--- src/rtl/mc_cpu_pkg.sv ---
// Shared ISA constants, FSM state and ALU operation encodings for mc_cpu.
package mc_cpu_pkg;

    localparam logic [5:0] OP_RTYPE = 6'b000000;
    localparam logic [5:0] OP_ADDI  = 6'b001000;
    localparam logic [5:0] OP_LW    = 6'b100011;
    localparam logic [5:0] OP_SW    = 6'b101011;
    localparam logic [5:0] OP_BEQ   = 6'b000100;
    localparam logic [5:0] OP_J     = 6'b000010;

    localparam logic [5:0] FN_ADD   = 6'b100000;
    localparam logic [5:0] FN_SUB   = 6'b100010;
    localparam logic [5:0] FN_AND   = 6'b100100;
    localparam logic [5:0] FN_OR    = 6'b100101;
    localparam logic [5:0] FN_SLT   = 6'b101010;

    typedef enum logic [3:0] {
        FETCH, DECODE, EXEC, ALU_WB, MEM_ADDR, MEM_RD,
        MEM_WB, MEM_WR, BRANCH, JUMP, HALT
    } state_t;

    typedef enum logic [2:0] {
        ALU_ADD, ALU_SUB, ALU_AND, ALU_OR, ALU_SLT
    } alu_op_t;

    function automatic logic funct_valid(input logic [5:0] fn);
        return (fn == FN_ADD) || (fn == FN_SUB) || (fn == FN_AND) ||
               (fn == FN_OR)  || (fn == FN_SLT);
    endfunction

endpackage

--- src/rtl/mc_cpu_if.sv ---
// Instruction and data memory request/ready buses of mc_cpu.
interface mc_cpu_if #(
    parameter int DATA_W = 32,
    parameter int ADDR_W = 16
);
    logic              imem_req;
    logic [ADDR_W-1:0] imem_addr;
    logic [31:0]       imem_rdata;
    logic              imem_ready;
    logic              dmem_req;
    logic              dmem_we;
    logic [ADDR_W-1:0] dmem_addr;
    logic [DATA_W-1:0] dmem_wdata;
    logic [DATA_W-1:0] dmem_rdata;
    logic              dmem_ready;

    modport master (
        output imem_req, imem_addr, dmem_req, dmem_we, dmem_addr, dmem_wdata,
        input  imem_rdata, imem_ready, dmem_rdata, dmem_ready
    );

    modport slave (
        input  imem_req, imem_addr, dmem_req, dmem_we, dmem_addr, dmem_wdata,
        output imem_rdata, imem_ready, dmem_rdata, dmem_ready
    );
endinterface

--- src/rtl/mc_cpu_regfile.sv ---
// Register file: two asynchronous read ports, one synchronous write port, R0 reads zero.
module mc_regfile #(
    parameter  int DATA_W = 32,
    parameter  int NREG   = 32,
    localparam int IDX_W  = (NREG > 1) ? $clog2(NREG) : 1
) (
    input  logic              clk,
    input  logic              reset,
    input  logic              we,
    input  logic [IDX_W-1:0]  waddr,
    input  logic [DATA_W-1:0] wdata,
    input  logic [IDX_W-1:0]  raddr_a,
    input  logic [IDX_W-1:0]  raddr_b,
    output logic [DATA_W-1:0] rdata_a,
    output logic [DATA_W-1:0] rdata_b
);
    logic [DATA_W-1:0] regs_q [NREG];
    logic [DATA_W-1:0] regs_d [NREG];

    // Next register contents: writes to R0 are dropped.
    always_comb begin
        regs_d = regs_q;
        if (we && (waddr != '0)) begin
            regs_d[waddr] = wdata;
        end
    end

    // Register storage with asynchronous clear.
    always_ff @(posedge clk or posedge reset) begin
        if (reset) begin
            regs_q <= '{default: '0};
        end else begin
            regs_q <= regs_d;
        end
    end

    // Read ports.
    always_comb begin
        rdata_a = (raddr_a == '0) ? '0 : regs_q[raddr_a];
        rdata_b = (raddr_b == '0) ? '0 : regs_q[raddr_b];
    end
endmodule

--- src/rtl/mc_cpu.sv ---
// Multi-cycle, non-pipelined MIPS-subset core.
module mc_cpu
    import mc_cpu_pkg::*;
#(
    parameter int DATA_W = 32,
    parameter int ADDR_W = 16,
    parameter int NREG   = 32
) (
    input  logic              clk,
    input  logic              reset,
    mc_cpu_if.master          bus,
    output logic [ADDR_W-1:0] pc,
    output logic              halted,
    output logic [31:0]       instret
);
    localparam int RIDX_W = (NREG > 1) ? $clog2(NREG) : 1;

    state_t            state_q, state_d;
    logic [ADDR_W-1:0] pc_q, pc_d;
    logic [31:0]       ir_q, ir_d;
    logic [DATA_W-1:0] a_q, a_d, b_q, b_d;
    logic [DATA_W-1:0] alu_out_q, alu_out_d, mdr_q, mdr_d;
    logic [31:0]       instret_q, instret_d;

    logic [5:0]        opcode, funct;
    logic [RIDX_W-1:0] rs_idx, rt_idx, rd_idx;
    logic signed [15:0] imm16;
    logic [DATA_W-1:0] imm_data;
    logic [ADDR_W-1:0] imm_addr;
    alu_op_t           alu_op;
    logic [DATA_W-1:0] alu_b, alu_y;
    logic [DATA_W-1:0] rf_rdata_a, rf_rdata_b, rf_wdata;
    logic [RIDX_W-1:0] rf_waddr;
    logic              rf_we, retire;

    assign opcode   = ir_q[31:26];
    assign funct    = ir_q[5:0];
    assign rs_idx   = ir_q[21 +: RIDX_W];
    assign rt_idx   = ir_q[16 +: RIDX_W];
    assign rd_idx   = ir_q[11 +: RIDX_W];
    assign imm16    = ir_q[15:0];
    assign imm_data = DATA_W'(imm16);
    assign imm_addr = ADDR_W'(imm16);

    mc_regfile #(.DATA_W(DATA_W), .NREG(NREG)) u_regfile (
        .clk     (clk),
        .reset   (reset),
        .we      (rf_we),
        .waddr   (rf_waddr),
        .wdata   (rf_wdata),
        .raddr_a (rs_idx),
        .raddr_b (rt_idx),
        .rdata_a (rf_rdata_a),
        .rdata_b (rf_rdata_b)
    );

    // FSM state register.
    always_ff @(posedge clk or posedge reset) begin
        if (reset) begin
            state_q <= FETCH;
        end else begin
            state_q <= state_d;
        end
    end

    // FSM next-state selection.
    always_comb begin
        state_d = state_q;
        case (state_q)
            FETCH:    if (bus.imem_ready) state_d = DECODE;
            DECODE: begin
                case (opcode)
                    OP_RTYPE:     state_d = funct_valid(funct) ? EXEC : HALT;
                    OP_ADDI:      state_d = EXEC;
                    OP_LW, OP_SW: state_d = MEM_ADDR;
                    OP_BEQ:       state_d = BRANCH;
                    OP_J:         state_d = JUMP;
                    default:      state_d = HALT;
                endcase
            end
            EXEC:     state_d = ALU_WB;
            ALU_WB:   state_d = FETCH;
            MEM_ADDR: state_d = (opcode == OP_LW) ? MEM_RD : MEM_WR;
            MEM_RD:   if (bus.dmem_ready) state_d = MEM_WB;
            MEM_WB:   state_d = FETCH;
            MEM_WR:   if (bus.dmem_ready) state_d = FETCH;
            BRANCH:   state_d = FETCH;
            JUMP:     state_d = FETCH;
            HALT:     state_d = HALT;
            default:  state_d = FETCH;
        endcase
    end

    // FSM outputs: bus requests, register write enable, retire strobe.
    // imem_req is gated by reset so no request is visible while reset is held.
    always_comb begin
        bus.imem_req = 1'b0;
        bus.dmem_req = 1'b0;
        bus.dmem_we  = 1'b0;
        rf_we        = 1'b0;
        retire       = 1'b0;
        case (state_q)
            FETCH:  bus.imem_req = ~reset;
            MEM_RD: bus.dmem_req = 1'b1;
            MEM_WR: begin
                bus.dmem_req = 1'b1;
                bus.dmem_we  = 1'b1;
                retire       = bus.dmem_ready;
            end
            ALU_WB, MEM_WB: begin
                rf_we  = 1'b1;
                retire = 1'b1;
            end
            BRANCH, JUMP: retire = 1'b1;
            default: ;
        endcase
    end

    // ALU operation select and evaluation.
    always_comb begin
        alu_op = ALU_ADD;
        if ((state_q == EXEC) && (opcode == OP_RTYPE)) begin
            case (funct)
                FN_SUB:  alu_op = ALU_SUB;
                FN_AND:  alu_op = ALU_AND;
                FN_OR:   alu_op = ALU_OR;
                FN_SLT:  alu_op = ALU_SLT;
                default: alu_op = ALU_ADD;
            endcase
        end
        alu_b = (opcode == OP_RTYPE) ? b_q : imm_data;
        case (alu_op)
            ALU_SUB: alu_y = a_q - alu_b;
            ALU_AND: alu_y = a_q & alu_b;
            ALU_OR:  alu_y = a_q | alu_b;
            ALU_SLT: alu_y = DATA_W'($signed(a_q) < $signed(alu_b));
            default: alu_y = a_q + alu_b;
        endcase
    end

    // Datapath register updates per state.
    always_comb begin
        pc_d      = pc_q;
        ir_d      = ir_q;
        a_d       = a_q;
        b_d       = b_q;
        alu_out_d = alu_out_q;
        mdr_d     = mdr_q;
        instret_d = instret_q;
        case (state_q)
            FETCH: begin
                if (bus.imem_ready) begin
                    ir_d = bus.imem_rdata;
                    pc_d = pc_q + ADDR_W'(1);
                end
            end
            DECODE: begin
                a_d = rf_rdata_a;
                b_d = rf_rdata_b;
            end
            EXEC, MEM_ADDR: alu_out_d = alu_y;
            MEM_RD:  if (bus.dmem_ready) mdr_d = bus.dmem_rdata;
            BRANCH:  if (a_q == b_q) pc_d = pc_q + imm_addr;
            JUMP:    pc_d = ADDR_W'(ir_q[25:0]);
            default: ;
        endcase
        if (retire) begin
            instret_d = instret_q + 32'd1;
        end
    end

    // Datapath registers.
    always_ff @(posedge clk or posedge reset) begin
        if (reset) begin
            pc_q      <= '0;
            ir_q      <= '0;
            a_q       <= '0;
            b_q       <= '0;
            alu_out_q <= '0;
            mdr_q     <= '0;
            instret_q <= '0;
        end else begin
            pc_q      <= pc_d;
            ir_q      <= ir_d;
            a_q       <= a_d;
            b_q       <= b_d;
            alu_out_q <= alu_out_d;
            mdr_q     <= mdr_d;
            instret_q <= instret_d;
        end
    end

    // Write-back selection and bus data outputs.
    always_comb begin
        rf_waddr       = ((state_q == ALU_WB) && (opcode == OP_RTYPE)) ? rd_idx : rt_idx;
        rf_wdata       = (state_q == MEM_WB) ? mdr_q : alu_out_q;
        bus.imem_addr  = pc_q;
        bus.dmem_addr  = ADDR_W'(alu_out_q);
        bus.dmem_wdata = b_q;
        pc             = pc_q;
        instret        = instret_q;
        halted         = (state_q == HALT);
    end
endmodule

--- src/flat_wrapper.sv ---
// flat-port wrapper written by rule: the top's interface ports become plain ports
module mc_cpu_flat import mc_cpu_pkg::*;
#(
    parameter int DATA_W = 32,
    parameter int ADDR_W = 16,
    parameter int NREG   = 32
)
  (clk, reset, pc, halted, instret, bus_imem_req, bus_imem_addr, bus_dmem_req, bus_dmem_we, bus_dmem_addr, bus_dmem_wdata, bus_imem_rdata, bus_imem_ready, bus_dmem_rdata, bus_dmem_ready);
  mc_cpu_if #(.DATA_W(DATA_W), .ADDR_W(ADDR_W)) bus_i ();
  input  logic clk;
  input  logic reset;
  output logic [ADDR_W-1:0] pc;
  output logic halted;
  output logic [31:0] instret;
  output wire logic [$bits(bus_i.imem_req)-1:0] bus_imem_req;
  output wire logic [$bits(bus_i.imem_addr)-1:0] bus_imem_addr;
  output wire logic [$bits(bus_i.dmem_req)-1:0] bus_dmem_req;
  output wire logic [$bits(bus_i.dmem_we)-1:0] bus_dmem_we;
  output wire logic [$bits(bus_i.dmem_addr)-1:0] bus_dmem_addr;
  output wire logic [$bits(bus_i.dmem_wdata)-1:0] bus_dmem_wdata;
  input wire logic [$bits(bus_i.imem_rdata)-1:0] bus_imem_rdata;
  input wire logic [$bits(bus_i.imem_ready)-1:0] bus_imem_ready;
  input wire logic [$bits(bus_i.dmem_rdata)-1:0] bus_dmem_rdata;
  input wire logic [$bits(bus_i.dmem_ready)-1:0] bus_dmem_ready;
  assign bus_imem_req = bus_i.imem_req;
  assign bus_imem_addr = bus_i.imem_addr;
  assign bus_dmem_req = bus_i.dmem_req;
  assign bus_dmem_we = bus_i.dmem_we;
  assign bus_dmem_addr = bus_i.dmem_addr;
  assign bus_dmem_wdata = bus_i.dmem_wdata;
  assign bus_i.imem_rdata = bus_imem_rdata;
  assign bus_i.imem_ready = bus_imem_ready;
  assign bus_i.dmem_rdata = bus_dmem_rdata;
  assign bus_i.dmem_ready = bus_dmem_ready;
  mc_cpu #(.DATA_W(DATA_W), .ADDR_W(ADDR_W), .NREG(NREG)) u_core (.clk(clk), .reset(reset), .bus(bus_i), .pc(pc), .halted(halted), .instret(instret));
endmodule
--- config.mk ---
export PLATFORM = sky130hd
export DESIGN_NAME = mc_cpu_flat
export DESIGN_NICKNAME = d
export VERILOG_FILES = /design/src/rtl/mc_cpu_pkg.sv /design/src/rtl/mc_cpu_if.sv /design/src/rtl/mc_cpu_regfile.sv /design/src/rtl/mc_cpu.sv /design/src/flat_wrapper.sv
export SDC_FILE = /design/constraint.sdc
export NUM_CORES = 2
export LEC_CHECK = 0
export CAP_MARGIN = 20
export CORE_ASPECT_RATIO = 0.75
export CORE_MARGIN = 8
export CORE_UTILIZATION = 63
export DETAILED_ROUTE_END_ITERATION = 8
export PLACE_DENSITY = 0.91
export SLEW_MARGIN = 15
export SYNTH_ARGS = -nofsm -noshare
export SYNTH_HDL_FRONTEND = slang
export SYNTH_HIERARCHICAL = 1
export SYNTH_SLANG_ARGS = --single-unit
export TNS_END_PERCENT = 100
--- constraint.sdc ---
create_clock -name clk -period 45.1 [get_ports clk]
set_input_delay 6.765 -clock clk [delete_from_list [all_inputs] [get_ports clk]]
set_output_delay 6.765 -clock clk [all_outputs]
set_load 0.01 [all_outputs]
# Word level (Yosys, flattened, before mapping)
# Index checks and enable logic that the tools add are counted.
[totals]
regBits = 1236
latchBits = 0
mem_bits_rw = 0
rom_bits = 0
out_inout_bits = 116
mem_count = 0
[op_classes]
n_addsub = 5
n_mul = 0
div_mod_pow = 0
magnitude_cmp = 5
n_eq_ne = 29
shift = 0
n_mux = 32
n_bitwise = 6
n_reduce_logical = 23
[ops]
columns = ["operator", "n"]
rows = [
  ["bitwise mux 1024 bit", 1],
  ["binary-select mux 32 bit (select 5 bit)", 2],
  ["2-to-1 mux 32 bit", 9],
  ["demux 32 bit (select 5 bit)", 1],
  ["case mux 32 bit (4 select lines)", 1],
  ["case mux 16 bit (3 select lines)", 1],
  ["== test 6 bit, second input constant", 7],
  ["adder 32 x 1 -> 32 bit, second input constant", 1],
  ["adder 32 bit", 1],
  ["AND 32 bit", 1],
  ["== test 32 bit", 1],
  ["< comparator 32 bit", 1],
  ["2-to-1 mux 16 bit", 2],
  ["OR 32 bit", 1],
  ["subtractor 32 bit", 1],
  ["case mux 4 bit (7 select lines)", 1],
  ["case mux 4 bit (5 select lines)", 1],
  [">= comparator 6 bit, second input constant", 3],
  ["inverter 5 -> 6 bit", 3],
  ["adder 16 x 1 -> 16 bit, second input constant", 1],
  ["adder 16 bit", 1],
  ["== test 4 x 3 -> 1 bit, second input constant", 4],
  ["2-to-1 mux 4 bit", 4],
  ["== test 4 bit, second input constant", 3],
  ["29 further kinds", 48],
]

# Depth between registers and ports, before layout
[logic_depth]
word_depth = 9
depth_mapped = 19
mapped_depth_nobuf = 17

# Cells and area by module
# The synthesis kept the hierarchy.
[by_module_without_submodules]
columns = ["module", "n_inst", "cells_each", "area_each_um2", "seq_area_each_um2"]
rows = [
  ["mc_regfile", 1, 3614, 54896.4, 25624.6],
  ["mc_cpu", 1, 1698, 15085.7, 5305.1],
]

# Worst setup path before layout
# Ideal clock, no wire load.
[synth_path]
kind = "input to output"
from = "input port reset"
to = "output port bus_imem_req"
arrival_time_ns = 11.841
setup_slack_ns = 26.494
stages = 2
path_buffers = 0
cell_sequence = "inv_1 > and3_1"
[synth_via]
elab_chain_cells = 2
[synth_lines]
columns = ["item", "line_no", "rtl"]
rows = [
  ["start: declaration", "flat_wrapper.sv:11", "input logic reset;"],
  ["inverter 1 bit", "mc_cpu.sv:103", "FETCH: bus.imem_req = ~reset;"],
  ["2-to-1 mux 1 bit", "mc_cpu.sv:102", "case (state_q)"],
  ["end: declaration", "flat_wrapper.sv:15", "output wire logic [$bits(bus_i.imem_req)-1:0] bus_imem_req;"],
]
# No other way between the ends.

# Worst setup path in the final report
# Same ends and word-level chain as after synthesis.

==> out/qor.yml <==
root_buffer: "clkbuf_16"
synth.top_cell.area_share_pct: 44.2
ios: 184
slowest_delay_ns: 0.61
final_antenna_net_count: 0
leakage_nw: 34.3
worst_ep_arrival_time_ns: 8.76
avgViaCountPerCell: 7.59
drive_above_1_share_pct: 37.8
htreeDepth: 3
p_seq_share_pct: 33.1
slew_violations: 0
drc_errors: 0
synthCells: 5312
die_y_microns: 305
startpoint_type: "input pin"
hold_violations: 0
power.switching_mw: 2.48
finalNonFillerCells: 6740
grt_overflow: 0
die_w_microns: 401
internal_power_mw: 3.23
path_cells: "clkdlybuf4s50_1 -> inv_8 -> and3_1 -> clkdlybuf4s50_1"
hold_buffers: 0
routedWlPerCell_microns: 33.8
max_slew.worst_pin.slew_ns: 1.29
reg2reg_to: "u_core/a_q[10]"
critPathCaptureType: "primary output"
fin_crit_sh_pct: 34.4
io_buffers: 183
slew_headroom_pct: 13.5
synth_warnings: 6
combPwrFrac_pct: 49.2
synth.avg_cell_area_sq_um: 13.2
post-cts-setup-buffers: 0
rr_worst_depth: 9
p_clk_share_pct: 17.7
yosysUniqueCellTypes: 90
synthFlopType: "dfrtp_1"
ys_seq_elements: 1236
r2r_slack_ns: 39.60
cp_num_buf_inv: 3
rows: 106
holdPathStages: 0
yosysSeqAreaShare_pct: 44.2
nets: 5367
clk_pin_slew_ns: 0.06
final_common_cell: "dfrtp_1"
drt-pass1-iter-count: 9
finalSetupViolCount: 0
cp_max_fo: 83
fmax_mhz: 64.4
dp.cells: 6520
first_global_vias: 51300
switching_share_pct: 43.5
cap_violations: 0
grt_max_degree: 193
post_cts_resized: 0
via_count: 51100
cts_buffers: 116
cp_top_family: "buffers and inverters"
worstHoldEndpoint: "u_core/u_regfile/regs_q[1003]"
hpwlAfterDp_mm: 134
dieArea_sq_um: 122000
antenna_found_initial: 7
hp-start: "u_core/u_regfile/regs_q[1003]"
syn_nets: 5492
power_density_nw_per_um2: 75.3
crit_path_frequent_cell: "clkdlybuf4s50_1"
nFillCells: 6958
synth_area_leaders: "dfrtp_1 (44%), mux2_2 (19%), mux4_2 (14%)"
insertion_delay_ns: 0.76
cpMaxStageDelayCell: "clkdlybuf4s50_1"
clockBufferDepth: 3
drt_iter0_drc: 8012
fin_crit_ns: 15.53
setup_tns_ns: 0
grt_use_total_pct: 36.1
ys_async_sr_fraction_pct: 100
coreArea_sq_um: 111000
syn_area_sq_um: 70000
yosysTopAreaCell: "dfrtp_1"
final_cell_mix: "dfrtp_1 (1,226), mux2_2 (1,166), mux4_2 (448), nand2_1 (222), clkdlybuf4s50_1 (183)"
skew_ns: 0.0464
r2r_start: "u_core/ir_q[23]"
outcome: "complete, no violations"
tritoncts: "done"
cts_num_sinks: 1236
crit_required_ns: 38.33
peakVddDrop_uv: 57.3
wl_mm: 228
critical_path_class: "in2out"
rsz0062_at_grt: "false"
start_util_pct: 63.1
synth-edff-count: 0
grt_pass1_wl_mm: 335
hp-class: "reg2reg"
place_congestion: 0.959
finalPower_mw: 5.71
syn_to_final_growth_pct: 8.30
-- Yosys cell counts, types with 9 or more instances --
master / number
dfrtp_1: 1236
mux2_2: 1166
mux4_2: 448
clkbuf_1: 243
nand2_1: 237
nor2_1: 142
mux2i_1: 140
buf_2: 123
inv_1: 120
a21oi_1: 115
o21ai_0: 113
ha_1: 109
o21ai_1: 107
buf_4: 95
xnor2_1: 90
a211oi_1: 78
nor2b_1: 75
a311oi_1: 66
a22oi_1: 65
buf_6: 61
a221oi_1: 49
nor3_1: 37
nand3_1: 34
nand4_1: 26
mux2_1: 25
and3_1: 24
o2111ai_1: 19
xor2_1: 18
a21o_1: 17
nand2b_1: 17
o22ai_1: 15
nor2_2: 12
o211ai_1: 12
a31oi_1: 11
buf_1: 10
nor4_1: 10
o21a_1: 9
or3_1: 9
-- flip-flops by register name, summed over array words and instances (netlist names) --
| register | cells |
|---|---|
| u_core/ir_q | 32 |
| u_core/state_q | 4 |
| u_core/mdr_q | 32 |
| u_core/alu_out_q | 32 |
| u_core/bus.imem_addr | 16 |
| u_core/instret | 32 |
| u_core/a_q | 32 |
| u_core/u_regfile/regs_q | 1024 |
| u_core/bus.dmem_wdata | 32 |
-- cell families after synthesis --
family,after synthesis,share of synthesized area [%]
muxes,1780,35.6
DFF,1236,44.2
AOI/OAI and AO/OA,760,7.37
and+or+nand+nor,660,4.52
buffers and inverters,656,4.92
adders and majority gates,112,2.03
xor gates and xnor gates,108,1.35
-- stage by stage --
stage | util [%] | worst slack [ns] | hold slack [ns] | instance area [sq um]
2_1_floorplan | - | 9.52 | 0.441 | 70000
3_3_place_gp | 64.7 | 29.54 | 0.376 | 71800
3_5_place_dp | 64.7 | 29.53 | 0.384 | 71800
4_1_cts | 68.2 | 29.53 | 0.398 | 75600
5_1_grt | 68.3 | 29.44 | 0.411 | 75800
6_report | 68.4 | 29.57 | 0.396 | 75800
-- area by class of cell --
type | instances | area, sq um | area share (%)
sequential | 1236 | 31000 | 40.8
antenna | 5 | 12.5 | 0.0165
timing repair buffer | 290 | 2750 | 3.63
tap | 1458 | 1820 | 2.41
clock buffer | 176 | 3400 | 4.49
clock inverter | 32 | 424 | 0.560
inverter | 123 | 479 | 0.632
multi-input combinational | 3420 | 35900 | 47.4
-- routing by layer --
metal | global-route usage (%) | vias up | routed length [microns]
met2 | 51.6 | 4380 | 96700
met5 | 0 | - | 188
met1 | 46.0 | 25800 | 79300
met3 | 16.9 | 1171 | 36500
met4 | 19.1 | 6 | 15000
li1 | - | 19700 | -
-- power groups by stage --
stage	combinational (mW)	clock (mW)	sequential [mW]
final	2.81	1.01	1.89
after global routing	2.91	1.05	1.92
after CTS	2.68	1.01	1.86
after detailed placement	2.64	0	1.87
after global placement	2.56	0	1.82
after floorplan	1.96	0	1.69
-- worst max-delay path by stage --
stage,start,endpoint,slack (ns),depth (start not counted)
4_1_cts,reset,bus_imem_req,29.53,4
3_3_place_gp,reset,bus_imem_req,29.54,4
6_report,reset,bus_imem_req,29.57,4
2_1_floorplan,reset,u_core/u_regfile/regs_q[0],9.52,1
3_5_place_dp,reset,bus_imem_req,29.53,4
5_1_grt,reset,bus_imem_req,29.44,4
(Power assumes the default switching activity.)
